`src/rtl/constants_pkg.sv`:
```
// constants_pkg: shared writeback-arbiter sizing constants and channel indices
package constants_pkg;
  localparam int WB_NUM_CH = 2;
  localparam int WB_DEPTH = 2;
  localparam int WB_STARVE_MAX = 4;
  localparam int WB_CH_MEM = 0;
  localparam int WB_CH_MUL = 1;
  localparam int WB_DATA_W = 32;
  localparam int WB_REG_W = 5;
endpackage

```
`src/rtl/structure_pkg.sv`:
```
// structure_pkg: writeback entry layout {we, rd, data}
package structure_pkg;
  import constants_pkg::*;
  typedef struct packed {
    logic we;
    logic [WB_REG_W-1:0] rd;
    logic [WB_DATA_W-1:0] data;
  } wb_entry_t;
endpackage

```
`src/rtl/wb_fifo.sv`:
```
// wb_fifo: single-channel synchronous result queue with occupancy count
module wb_fifo #(
  parameter int DEPTH = 2,
  parameter int W = 38,
  localparam int CW = $clog2(DEPTH + 1),
  localparam int PW = $clog2(DEPTH)
) (
  input  logic          clk,
  input  logic          rst,
  input  logic          push,
  input  logic          pop,
  input  logic [W-1:0]  din,
  output logic [W-1:0]  head,
  output logic [CW-1:0] count,
  output logic          full,
  output logic          empty
);
  logic [W-1:0] mem [DEPTH];
  logic [PW-1:0] wp, rp;
  always_ff @(posedge clk)
    if (push) mem[wp] <= din;
  always_ff @(posedge clk) begin
    if (rst) begin
      wp <= '0;
      rp <= '0;
      count <= '0;
    end else begin
      wp <= push ? wp + PW'(1) : wp;
      rp <= pop ? rp + PW'(1) : rp;
      count <= count + CW'(push) - CW'(pop);
    end
  end
  assign head = mem[rp];
  assign full = count == CW'(DEPTH);
  assign empty = count == '0;
endmodule

```
`src/rtl/wb_arbiter.sv`:
```
// wb_arbiter: per-channel result queues merged onto one writeback port, fixed priority with starvation promotion
module wb_arbiter
  import constants_pkg::*;
  import structure_pkg::*;
#(
  parameter int NUM_CH = WB_NUM_CH,
  parameter int DATA_W = WB_DATA_W,
  parameter int REG_W = WB_REG_W,
  parameter int DEPTH = WB_DEPTH,
  parameter int STARVE_MAX = WB_STARVE_MAX,
  localparam int CW = $clog2(NUM_CH),
  localparam int OW = $clog2(DEPTH + 1)
) (
  input  logic                 clk,
  input  logic                 rst,
  input  logic [NUM_CH-1:0]    in_valid,
  output logic [NUM_CH-1:0]    in_ready,
  input  logic [NUM_CH-1:0]    in_we,
  input  logic [NUM_CH*REG_W-1:0]  in_rd,
  input  logic [NUM_CH*DATA_W-1:0] in_data,
  output logic                 out_valid,
  output logic [CW-1:0]        out_ch,
  output logic                 out_we,
  output logic [REG_W-1:0]     out_rd,
  output logic [DATA_W-1:0]    out_data,
  output logic [NUM_CH*OW-1:0] occ
);
  localparam int SW = $clog2(STARVE_MAX + 1);
  localparam int EW = 1 + REG_W + DATA_W;
  logic [EW-1:0] head [NUM_CH];
  logic [OW-1:0] cnt [NUM_CH];
  logic [SW-1:0] starve [NUM_CH];
  logic [NUM_CH-1:0] full, empty, pop;
  logic gnt_any, hot_any;
  logic [CW-1:0] low_idx, hot_idx, gnt_idx;
  for (genvar g = 0; g < NUM_CH; g++) begin : g_ch
    wb_fifo #(.DEPTH(DEPTH), .W(EW)) u_fifo (
      .clk   (clk),
      .rst   (rst),
      .push  (in_valid[g] && in_ready[g]),
      .pop   (pop[g]),
      .din   ({in_we[g], in_rd[g*REG_W +: REG_W], in_data[g*DATA_W +: DATA_W]}),
      .head  (head[g]),
      .count (cnt[g]),
      .full  (full[g]),
      .empty (empty[g])
    );
    assign in_ready[g] = !rst && !full[g];
    assign occ[g*OW +: OW] = cnt[g];
    assign pop[g] = gnt_any && gnt_idx == CW'(g);
  end
  // Scan high to low so the lowest index ends up winning in each class.
  always_comb begin
    low_idx = '0;
    hot_idx = '0;
    hot_any = 1'b0;
    for (int c = NUM_CH - 1; c >= 0; c--) begin
      if (!empty[c]) low_idx = CW'(c);
      if (!empty[c] && starve[c] == SW'(STARVE_MAX)) begin
        hot_any = 1'b1;
        hot_idx = CW'(c);
      end
    end
  end
  assign gnt_any = |(~empty);
  assign gnt_idx = hot_any ? hot_idx : low_idx;
  always_ff @(posedge clk)
    for (int c = 0; c < NUM_CH; c++)
      starve[c] <= (rst || empty[c] || pop[c]) ? '0 : starve[c] + SW'(starve[c] != SW'(STARVE_MAX));
  always_ff @(posedge clk) begin
    if (rst) begin
      out_valid <= 1'b0;
      out_ch <= '0;
      out_we <= 1'b0;
      out_rd <= '0;
      out_data <= '0;
    end else begin
      out_valid <= gnt_any;
      if (gnt_any) begin
        out_ch <= gnt_idx;
        {out_we, out_rd, out_data} <= head[gnt_idx];
      end
    end
  end
endmodule

```
`config.mk`:
```
export PLATFORM = sky130hd
export DESIGN_NAME = wb_arbiter
export DESIGN_NICKNAME = d
export VERILOG_FILES = /design/src/rtl/constants_pkg.sv /design/src/rtl/structure_pkg.sv /design/src/rtl/wb_fifo.sv /design/src/rtl/wb_arbiter.sv
export SDC_FILE = /design/constraint.sdc
export NUM_CORES = 1
export LEC_CHECK = 0
export ABC_AREA = 1
export CAP_MARGIN = 20
export CELL_PAD_IN_SITES_DETAIL_PLACEMENT = 2
export CELL_PAD_IN_SITES_GLOBAL_PLACEMENT = 2
export CORE_MARGIN = 5
export CORE_UTILIZATION = 35
export DETAILED_ROUTE_END_ITERATION = 16
export PLACE_DENSITY = 0.88
export SETUP_SLACK_MARGIN = 0.2
export SYNTH_ARGS = -nofsm -noshare
export SYNTH_HDL_FRONTEND = slang
export SYNTH_SLANG_ARGS = --single-unit
```
`constraint.sdc`:
```
create_clock -name clk -period 3.7 [get_ports clk]
set_input_delay 0.555 -clock clk [delete_from_list [all_inputs] [get_ports clk]]
set_output_delay 0.555 -clock clk [all_outputs]
set_load 0.03 [all_outputs]
```
Word-level counts from Yosys, hierarchy flattened
Memories as Yosys holds them, arrays and structs flattened. A register that Yosys moved wholly into a read port is not among the register bits.
Index checks and enable logic that the tools add are counted.
{ "word_totals": {"register_bits": 48, "mem_bits_rw": 158, "inputBits": 80, "wordCells": 73, "n_memories": 3} }
{ "mem_list": {"columns": ["memory", "words", "word_bits", "read_ports", "rd_clocked_by_memory_dff", "wr", "line_no", "source"], "rows": [
  ["g_ch[0].u_fifo.mem", 2, 38, 1, 1, 1, "wb_fifo.sv:18", "logic [W-1:0] mem [DEPTH];"],
  ["g_ch[1].u_fifo.mem", 2, 38, 1, 1, 1, "wb_fifo.sv:18", null],
  ["starve", 2, 3, 2, 0, 2, "wb_arbiter.sv:32", "logic [SW-1:0] starve [NUM_CH];"]
]} }
{ "op_classes": {"n_addsub": 10, "magnitude_cmp": 1, "eq_ne": 6, "n_mux": 19, "bitwise": 3, "reduce_logical": 20} }
{ "op_table": {"columns": ["op", "n"], "rows": [
  ["38-bit 2-to-1 mux", 3],
  ["1-bit 2-to-1 mux", 14],
  ["1-bit logical AND", 8],
  ["3-bit by 1-bit adder with 3-bit output", 2],
  ["3-bit equality test (second input constant)", 2],
  ["3-bit 2-to-1 mux", 2],
  ["3-bit inequality test (second input constant)", 2],
  ["1-bit zero test", 5],
  ["1-bit adder (second input constant)", 4],
  ["2-bit by 1-bit adder with 2-bit output", 2],
  ["2-bit equality test (second input constant)", 2],
  ["2-bit zero test", 2],
  ["1-bit logical OR", 4],
  ["2-bit by 1-bit subtractor with 2-bit output", 2],
  ["2-bit >= comparator (second input constant)", 1],
  ["1-bit NOT with 2-bit output", 1],
  ["2-bit NOT", 1],
  ["2-bit OR reduction", 1],
  ["1-bit NOT", 1]
]} }

Depth between registers and ports, before layout
Gate-level depths: netlist of run 1.
{ "depth": {"word_depth": 10, "ltp_mapped": 12, "mapped_depth_nobuf": 12} }

By module
Synthesis of run 1 repeated with hierarchy kept, for this count alone.
{ "unflattened": {"hier_cells": 671, "area_unflattened_um2": 8445.6} }
{ "modules_own_cells": {"columns": ["module", "instances", "cells_per_inst", "area_each_um2", "seq_area_each_um2"], "rows": [
  ["wb_fifo", 2, 149, 3047.9, 2382.3],
  ["wb_arbiter", 1, 373, 2349.8, 920.9]
]} }

Worst setup path after synthesis of run 1
No wires, ideal clock.
{ "synth_path": {"kind": "register -> register", "from": "reg g_ch[1].u_fifo.count[0]", "to": "mem g_ch[1].u_fifo.mem[0][0] (enable)", "setup_time_ns": 0.433, "arrival_ns": 3.042, "slack_ns": 0.224, "path_stages_with_launch": 5, "path_buffers": 0, "synth_period_minus_slack_ns": 3.476, "path_cell_list": "dfxtp_1 > inv_2 > a21oi_1 > nand2_1 > nor2_1"} }
{ "synth_between": {"elab_chain_cells": 6} }
{ "synth_lines": {"columns": ["item", "line_no", "source"], "rows": [
  ["start: declaration", "wb_fifo.sv:14", "output logic [CW-1:0] count,"],
  ["start signal: assignment", "wb_fifo.sv:30", "count <= count + CW'(push) - CW'(pop);"],
  ["2-bit equality test", "wb_fifo.sv:34", "assign full = count == CW'(DEPTH);"],
  ["1-bit zero test", "wb_arbiter.sv:48", "assign in_ready[g] = !rst && !full[g];"],
  ["1-bit logical AND", "wb_arbiter.sv:48", null],
  ["net in_ready[1]", "wb_arbiter.sv:17", "output logic [NUM_CH-1:0] in_ready,"],
  ["1-bit logical AND", "wb_arbiter.sv:40", ".push (in_valid[g] && in_ready[g]),"],
  ["1-bit 2-to-1 mux", "wb_fifo.sv:21", "if (push) mem[wp] <= din;"],
  ["1-bit 2-to-1 mux (not written as such)", "wb_fifo.sv:21", null],
  ["end: declaration", "wb_fifo.sv:18", null]
]} }
The timed path passes the listed nets, and every way through them passes these cells.

Final worst setup path of run 1
{ "layout_path": {"from": "in rst", "to": "out in_ready[0]"} }
{ "layout_between": {"elab_chain_cells": 2} }
{ "layout_lines": {"columns": ["item", "line_no", "source"], "rows": [
  ["start: declaration", "wb_arbiter.sv:15", "input logic rst,"],
  ["1-bit zero test", "wb_arbiter.sv:48", null],
  ["1-bit logical AND", "wb_arbiter.sv:48", null],
  ["end: declaration", "wb_arbiter.sv:17", null]
]} }
No other way between the ends.

==> flow_metrics.tcl, run 1 <==
set metrics [dict create \
    power_leakage_nw 3.87 \
    drive_gt1_share_pct 7.25 \
    max_slew_margin_pct 37.7 \
    final_common_cell "edfxtp_1" \
    skew_ns 0.00869 \
    layout_setup_ws_ns 1.11 \
    finalSetupTns_ns 0 \
    worst_pin_slew_ns 0.932 \
    syn_avg_cell_area_sq_um 11.5 \
    fin_crit_sh_pct 69.9 \
    n_fill_cell 2305 \
    io_pins 126 \
    syn2layout_area_growth_pct 27.0 \
    end_kind "output port" \
    post_drt_wl_per_cell_um 22.3 \
    avgViaCountPerCell 4.92 \
    post_cts_resized 0 \
    firstDrtPassIters 4 \
    place_area_sq_um 9760 \
    path_clk_slew_ns 0.06 \
    seq_area_frac_synth_pct 69.1 \
    antenna_found_initial 1 \
    whs_ns 0.513 \
    max_freq_mhz 387 \
    postCtsSetupBuffers 0 \
    synth_warnings 0 \
    dp_cells 1133 \
    pwr_density_cell_nw_per_um2 790 \
    post-dp-hpwl_um 17500 \
    cts.htree.levels 1 \
    drt_iter0_markers 375 \
    ff_latch_area_sq_um 5690 \
    grt_pass1_wl_um 39500 \
    ctsRootBufferMaster "clkbuf_16" \
    hold_buffers 0 \
    io_buffers 125 \
    clockBufferDepth 3 \
    max_stage_delay_ns 0.71 \
    startpoint_type "input pin" \
    drv_slew 0 \
    syn-cell-area_sq_um 8230 \
    vdd_drop_max_v 0.000307 \
    globalRouteOverflowTotal 0 \
    syn-num-nets 801 \
    grt_usage_pct 19.4 \
    nets 927 \
    run_status "complete, no violations" \
    maxCapViolCount 0 \
    worstPathMaxFanout 7 \
    utilization_pct 44.8 \
    path_class "input pin to output port" \
    die_h_um 163 \
    insertion_delay_ns 0.50 \
    multiInputGateArea_sq_um 2110 \
    synth_seq_cells 208 \
    rows 56 \
    grt_max_degree 64 \
    final_cell_area_sq_um 10500 \
    path_buf_inv 2 \
    rsz0062_at_grt "no" \
    die_w_um 163 \
    path_cells "clkdlybuf4s50_1 -> nor2_1 -> clkdlybuf4s50_1" \
    cts_buffers 22 \
    hold_viol 0 \
    detail-route-antenna-nets 0 \
    crit_top_cell "clkdlybuf4s50_1" \
    path_delay_family "buffers and inverters" \
    initial_core_util_pct 35.3 \
    cts_tree "done" \
    layout_common_cells "edfxtp_1 (152), nor2_1 (134), clkdlybuf4s50_1 (125)" \
    min_period_ns 2.59 \
    ys_types 24 \
    core_sq_um 23300 \
    worstPathRequired_ns 3.14 \
    drcViolationCount 0 \
    vias 5777 \
    die_area_sq_um 26700 \
    first_global_vias 6611 \
    stdcell_count 1175 \
    dp_slack_ns 0.880 \
    cp_slowest_cell "clkdlybuf4s50_1" \
    place.gp.congestion 0.762 \
    critical_path_arrival_ns 2.03 \
    hold_class "flip-flop to flip-flop" \
    synthCells 713 \
    finalSetupViolations 0 \
    cts_sinks 208 \
    p_total_mw 8.25 \
    route.final.wire_length_um 26200 \
]
## tightest hold or removal path, delay by kind of cell (launching register included)
family             cells  cell delay, ns
DFF                    1            0.32
AOI/OAI and AO/OA      1            0.07
and+or+nand+nor        1            0.06
## routing by layer
layer | up-vias | track usage [%] | share of wire, % | wire [um]
li1 | 2656 | - | - | -
met1 | 2945 | 23.2 | 40 | 10600
met2 | 131 | 35.8 | 54 | 14000
met3 | 45 | 3.18 | 3.6 | 942
met4 | 0 | 5.91 | 2.5 | 658
met5 | - | 0 | 0 | 0
## path summary, 6_finish.rpt
path | startpoint | end | slack, ns | cells past startpoint
worst max-delay path | rst | in_ready[0] | 1.11 | 3
worst max register to register | g_ch[1].u_fifo.count[0] | out_data[0] | 1.33 | 8
worst min-delay path | out_ch | out_ch | 0.51 | 2
worst min register to register | out_ch | out_ch | 0.51 | 2
## logic make-up after synthesis
| logic type | after synthesis | share of synthesized area [%] |
|---|---|---|
| buffers and inverters | 96 | 5.66 |
| flip-flops | 208 | 69.1 |
| AND/OR/NAND/NOR | 271 | 13.5 |
| multiplexers | 38 | 4.62 |
| AO/OA/AOI/OAI | 88 | 5.49 |
| XOR/XNOR | 4 | 0.426 |
| adder cells (fa/ha/maj) | 8 | 1.22 |
## final cells by class
| class | count | area share [%] |
|---|---|---|
| flip-flops and latches | 208 | 54.4 |
| multi-input cells | 409 | 20.2 |
| repair buffers | 138 | 13.0 |
| clock buffers | 32 | 6.03 |
| well taps | 319 | 3.82 |
| inverters | 60 | 2.16 |
| clock inverters | 8 | 0.359 |
| diodes | 1 | 0.0239 |
## Yosys cell counts
| cell | instances | area share, % |
|---|---|---|
| nor2_1 | 138 | 6.3 |
| xnor2_1 | 4 | 0.43 |
| edfxtp_1 | 152 | 55 |
| mux2i_1 | 38 | 4.6 |
| ha_1 | 8 | 1.2 |
| nand2_2 | 2 | 0.15 |
| dfxtp_1 | 56 | 14 |
| buf_4 | 4 | 0.37 |
| nor2_4 | 2 | 0.27 |
| nand3_1 | 39 | 2.4 |
| inv_1 | 55 | 2.5 |
| o21ai_1 | 2 | 0.12 |
| buf_6 | 10 | 1.4 |
| buf_2 | 12 | 0.73 |
| clkbuf_1 | 10 | 0.46 |
| nor2_2 | 1 | 0.076 |
| a21oi_1 | 6 | 0.37 |
| clkinv_1 | 1 | 0.046 |
| inv_2 | 4 | 0.18 |
| nand3_2 | 2 | 0.24 |
| a21oi_4 | 1 | 0.20 |
| nand2_4 | 1 | 0.14 |
| nand2_1 | 86 | 3.9 |
| o21ai_0 | 79 | 4.8 |
## registers in the layout, summed over array words and instances, names as in the netlist, named ones only
name and count:
g_ch.u_fifo.mem 152, out_data 32, starve 6, out_rd 5, g_ch.u_fifo.count 4, g_ch.u_fifo.rp 2
g_ch.u_fifo.wp 2, out_ch 1, out_valid 1, out_we 1
## power by group
group | internal, mW | leakage, nW | total (mW) | switching (mW)
sequential | 2.86 | 1.86 | 3.12 | 0.261
combinational | 1.01 | 1.68 | 3.05 | 2.05
clock | 1.18 | 0.332 | 2.08 | 0.894
Power figures use the tool's default switching activity.
==> inputs of run 2 (changes only) <==
--- a/config.mk
+++ b/config.mk
@@ -10,9 +10,9 @@
 export CELL_PAD_IN_SITES_DETAIL_PLACEMENT = 2
 export CELL_PAD_IN_SITES_GLOBAL_PLACEMENT = 2
 export CORE_MARGIN = 5
-export CORE_UTILIZATION = 35
+export CORE_UTILIZATION = 32
 export DETAILED_ROUTE_END_ITERATION = 16
-export PLACE_DENSITY = 0.88
+export PLACE_DENSITY = 0.86
 export SETUP_SLACK_MARGIN = 0.2
 export SYNTH_ARGS = -nofsm -noshare
 export SYNTH_HDL_FRONTEND = slang
==> constraint.sdc (replaced) <==
create_clock -name clk -period 2.3 [get_ports clk]
set_input_delay 0.345 -clock clk [delete_from_list [all_inputs] [get_ports clk]]
set_output_delay 0.345 -clock clk [all_outputs]
set_load 0.03 [all_outputs]
==> run 2 against run 1 <==
  * Critical endpoint is now occ[3]
  * Sequential power increased by 59%
  * Global-route usage shrank 3.2 points
  * Largest cell class unchanged
  * Setup slack got worse by 0.78 ns
  * Sequential cell count unchanged
  * Clock power increased by 66%
  * Core utilization decreased by 2.7 points
  * Via count is 3.2% lower
  * Cell count is 1.3% higher
  * Routed wire length shrank 8.5%
  * Non-clock buffer count is 3 higher
  * Clock-buffer cell count rose by 1
  * Sequential share of layout area decreased by 0.87 points
==> flow_metrics.tcl, run 2 (synthesis gave the netlist of run 1 again) <==
set metrics [dict create \
    ctsRootBufferMaster "clkbuf_16" \
    hold_class "input pin to flip-flop" \
    layout_common_cells "edfxtp_1 (152), nor2_1 (133), clkdlybuf4s50_1 (123)" \
    io_pins 126 \
    vias 5594 \
    max_slew_margin_pct 65.7 \
    firstDrtPassIters 4 \
    grt_pass1_wl_um 36500 \
    run_status "complete, no violations" \
    post-dp-hpwl_um 16700 \
    first_global_vias 6302 \
    grt_max_degree 77 \
    path_buf_inv 1 \
    worstPathRequired_ns 1.96 \
    place.gp.congestion 0.724 \
    r2r-start "starve[0][4]" \
    route.final.wire_length_um 23900 \
    critical_path_arrival_ns 1.62 \
    power_leakage_nw 3.93 \
    maxCapViolCount 0 \
    hold_viol 0 \
    post_drt_wl_per_cell_um 20.1 \
    reg2regPathDepth 12 \
    end_kind "output port" \
    rrSetupSlack_ns 0.40 \
    top_regs "g_ch.u_fifo.mem x152, out_data x32, starve x6" \
    finalSetupViolations 0 \
    core_sq_um 25300 \
    rsz0062_at_grt "no" \
    final_common_cell "edfxtp_1" \
    initial_core_util_pct 32.6 \
    syn2layout_area_growth_pct 29.1 \
    path_cells "clkdlybuf4s50_1" \
    post_cts_resized 2 \
    drv_slew 0 \
    cts.htree.levels 1 \
    grt_usage_pct 16.2 \
    cp_slowest_cell "clkdlybuf4s50_1" \
    drt_iter0_markers 324 \
    path_clk_slew_ns 0.06 \
    drcViolationCount 0 \
    largest-register "g_ch.u_fifo.mem" \
    hold-path-cell-count 1 \
    min_period_ns 1.96 \
    largest_register_ffs 152 \
    worstPathMaxFanout 3 \
    hold_buffers 0 \
    cts_sinks 208 \
    antenna_found_initial 2 \
    cts_tree "done" \
    die_h_um 170 \
    globalRouteOverflowTotal 0 \
    min_to "g_ch[1].u_fifo.mem[0][12]" \
    postCtsSetupBuffers 0 \
    reg2reg_to "g_ch[0].u_fifo.count[1]" \
    worst_pin_slew_ns 0.514 \
    max_stage_delay_ns 0.71 \
    startpoint_type "flip-flop" \
    skew_ns 0.0173 \
    die_w_um 170 \
    path_class "flip-flop to output port" \
    drive_gt1_share_pct 8.27 \
    die_area_sq_um 29000 \
    insertion_delay_ns 0.50 \
    path_delay_family "buffers and inverters" \
    io_buffers 125 \
    avgViaCountPerCell 4.70 \
    finalSetupTns_ns 0 \
    fin_crit_sh_pct 85.4 \
    hold_path_startpoint "in_data[44]" \
    detail-route-antenna-nets 0 \
    utilization_pct 42.1 \
    pwr_density_cell_nw_per_um2 1250 \
    nets 931 \
    clockBufferDepth 3 \
    vdd_drop_max_v 0.000763 \
    max_freq_mhz 509 \
    rows 58 \
    cts_buffers 23 \
]
## run 2: cell type report
| type | count | area, sq um |
|---|---|---|
| clock inverter | 8 | 62.6 |
| timing repair buffer | 141 | 1470 |
| clock buffer | 33 | 633 |
| antenna | 1 | 2.50 |
| sequential | 208 | 5690 |
| inverter | 60 | 225 |
| tap | 330 | 413 |
| fill | 2571 | 14600 |
| multi-input combinational | 409 | 2130 |
## run 2: worst max-delay path by stage
| stage | from | to | cells after the start |
|---|---|---|---|
| after global placement | rst | g_ch[1].u_fifo.count[1] | 9 |
| after detailed placement | rst | g_ch[0].u_fifo.count[1] | 9 |
| after global routing | g_ch[1].u_fifo.count[1] | g_ch[0].u_fifo.count[1] | 11 |
| after floorplan | g_ch[0].u_fifo.count[1] | g_ch[0].u_fifo.mem[0][0] | 5 |
| after CTS | starve[0][4] | g_ch[0].u_fifo.count[1] | 12 |
| final | g_ch[1].u_fifo.count[1] | occ[3] | 1 |
## run 2: layer usage
layer  part of all wire, %  up-vias  global-route usage [%]  wire length (um)
met5                 0.046        -                       0                11
met4                   3.0        2                    5.03               721
met3                   4.2       42                    3.02              1010
met2                    52      100                    29.1             12400
met1                    41     2789                    19.6              9770
li1                      -     2661                       -                 -
## run 2: per-stage QoR
step           std cells  hold WS (ns)  cell area (sq um)  setup WS, ns  total power [mW]
2_1_floorplan        713         0.409               8280         0.232              8.12
3_3_place_gp        1148         0.450               9920         0.224              9.67
3_5_place_dp        1148         0.463               9920         0.165              9.97
4_1_cts             1189         0.400              10600         0.252              13.5
5_1_grt             1190         0.393              10600         0.233              14.1
6_report            1190         0.424              10600         0.336              13.3
## run 2: power by group
group          total [mW]  switching (mW)  internal (mW)
Combinational        4.91            3.19           1.72
Sequential           4.96           0.349           4.61
Clock                3.45            1.44           2.01
Total                13.3            4.97           8.35
==> inputs of run 3 (changes only) <==
--- a/config.mk
+++ b/config.mk
@@ -10,10 +10,12 @@
 export CELL_PAD_IN_SITES_DETAIL_PLACEMENT = 2
 export CELL_PAD_IN_SITES_GLOBAL_PLACEMENT = 2
 export CORE_MARGIN = 5
-export CORE_UTILIZATION = 32
+export CORE_UTILIZATION = 33
+export CTS_BUF_LIST = sky130_fd_sc_hd__clkbuf_2 sky130_fd_sc_hd__clkbuf_4 sky130_fd_sc_hd__clkbuf_8
 export DETAILED_ROUTE_END_ITERATION = 16
-export PLACE_DENSITY = 0.86
+export PLACE_DENSITY = 0.88
 export SETUP_SLACK_MARGIN = 0.2
+export SKIP_LAST_GASP = 1
 export SYNTH_ARGS = -nofsm -noshare
 export SYNTH_HDL_FRONTEND = slang
 export SYNTH_SLANG_ARGS = --single-unit
==> run 3 against run 2 <==
  * Critical endpoint is now out_data[18]
  * Setup slack better by 0.0055 ns
  * Hold slack lost 0.0024 ns
  * Routed wire length grew 2.1%
  * Core utilization increased by 1.6 points
  * Fmax up 0.28%
  * Largest cell class unchanged
  * First-iteration DRC count is 3.7% lower
  * Non-clock buffer count rose by 4
==> flow_metrics.tcl, run 3 (synthesis gave the netlist of run 1 again) <==
set metrics [dict create \
    grt_use_met2_pct 31.2 \
    worstPathRequired_ns 1.96 \
    die_area_sq_um 28200 \
    post_drt_wl_per_cell_um 20.2 \
    crit_start "out_data[18]" \
    vias 5751 \
    rsz0062_at_grt "yes" \
    path_cells "clkdlybuf4s50_1" \
    path_buf_inv 1 \
    antenna_found_initial 2 \
    place.gp.congestion 0.771 \
    pwr_density_cell_nw_per_um2 1250 \
    run_status "complete, no violations" \
    r2r-start "starve[0][5]" \
    ff_latch_area_sq_um 5690 \
    path_delay_family "buffers and inverters" \
    power_leakage_nw 3.98 \
    path_clk_slew_ns 0.06 \
    first_global_vias 6523 \
    detail-route-antenna-nets 0 \
    max_slew_margin_pct 65.3 \
    min_period_ns 1.96 \
    n_fill_cell 2431 \
    drv_slew 0 \
    use_met1_pct 20.8 \
    initial_core_util_pct 33.6 \
    finalSetupTns_ns 0 \
    end_kind "output port" \
    cts_buffers 37 \
    reg2reg_to "g_ch[0].u_fifo.count[1]" \
    post-dp-hpwl_um 17300 \
    skew_ns 0.0129 \
    critical_path_arrival_ns 1.61 \
    grt_busiest_layer "met2" \
    largest-register "g_ch.u_fifo.mem" \
    drive_gt1_share_pct 11.2 \
    finalSetupViolations 0 \
    io_buffers 125 \
    cts_sinks 208 \
    nets 949 \
    drcViolationCount 0 \
    final_common_cell "edfxtp_1" \
    top_regs "g_ch.u_fifo.mem x152, out_data x32, starve x6" \
    multiInputGateArea_sq_um 2130 \
    hold_viol 0 \
    vdd_drop_max_v 0.000433 \
    route.final.wire_length_um 24400 \
    avgViaCountPerCell 4.75 \
    met3_usage_pct 3.73 \
    cts_tree "done" \
    fin_crit_sh_pct 85.2 \
    maxCapViolCount 0 \
    max_stage_delay_ns 0.72 \
    drt_iter0_markers 312 \
    rrSetupSlack_ns 0.36 \
    layout_common_cells "edfxtp_1 (152), nor2_1 (133), clkdlybuf4s50_1 (123)" \
    io_pins 126 \
    hold_buffers 0 \
    postCtsSetupBuffers 0 \
    startpoint_type "flip-flop" \
    reg2regPathDepth 11 \
    globalRouteOverflowTotal 0 \
    clockBufferDepth 3 \
    grt_max_degree 49 \
    grt_usage_pct 17.4 \
    worst-path-stages 1 \
    path_class "flip-flop to output port" \
    p_total_mw 13.3 \
    core_sq_um 24500 \
    cp_slowest_cell "clkdlybuf4s50_1" \
    largest_register_ffs 152 \
    max_freq_mhz 510 \
    rows 57 \
    post_cts_resized 3 \
    firstDrtPassIters 4 \
    worst_pin_slew_ns 0.521 \
    grt_pass1_wl_um 38300 \
    worst_setup_path_endpoint "out_data[18]" \
    insertion_delay_ns 0.51 \
    cts.htree.levels 2 \
    syn2layout_area_growth_pct 29.8 \
    die_w_um 168 \
    ctsRootBufferMaster "clkbuf_8" \
    die_h_um 168 \
    worstPathMaxFanout 2 \
    hold_class "input pin to flip-flop" \
]
-- run 3: cell count changes in the layout (fill, tap and decap cells not counted) --
cell        before  now
dfxtp_1         52   51
clkbuf_8         2   41
clkbuf_1         8    0
clkbuf_4         0    6
buf_12           8    9
clkinv_1         3   10
nand2_2          2    1
buf_4            8   11
clkinvlp_4       0    1
nand2_4          1    2
clkbuf_16       23    0
dfxtp_2          4    5
-- run 3: cell type report --
type	instances	area share [%]
sequential	208	53.3
multi-input combinational	409	20.0
timing repair buffer	145	14.2
clock buffer	47	5.71
tap	324	3.80
inverter	60	2.11
clock inverter	16	0.902
antenna	1	0.0234
-- run 3: worst min path at each step --
stage,start,end,slack [ns],depth (start not counted)
after floorplan,rst,g_ch[0].u_fifo.count[0],0.41,1
after global placement,out_ch,out_ch,0.45,2
after detailed placement,out_ch,out_ch,0.46,2
after CTS,in_data[42],g_ch[1].u_fifo.mem[0][10],0.38,1
after global routing,in_data[42],g_ch[1].u_fifo.mem[0][10],0.39,1
final,in_data[42],g_ch[1].u_fifo.mem[0][10],0.42,1
-- run 3: power breakdown --
| part | internal (mW) | switching, mW |
|---|---|---|
| clock network | 1.84 | 1.50 |
| registers | 4.61 | 0.407 |
| logic | 1.77 | 3.17 |
-- run 3: per-layer routing --
metal | vias to the layer above | share of wire (%) | wire length (um)
li1 | 2696 | - | -
met1 | 2868 | 40 | 9800
met2 | 130 | 52 | 12800
met3 | 55 | 4.8 | 1170
met4 | 2 | 2.6 | 627
met5 | - | 0.049 | 12
-- run 3: metrics by stage --
stage	cells	worst slack (ns)	cell area [sq um]	hold WS [ns]	utilization, %
5_1_grt	1210	0.171	10700	0.392	43.6
2_1_floorplan	713	0.232	8280	0.409	-
3_5_place_dp	1146	0.136	9960	0.461	40.7
3_3_place_gp	1146	0.234	9960	0.450	40.7
4_1_cts	1209	0.255	10700	0.383	43.6
6_report	1210	0.341	10700	0.421	43.6
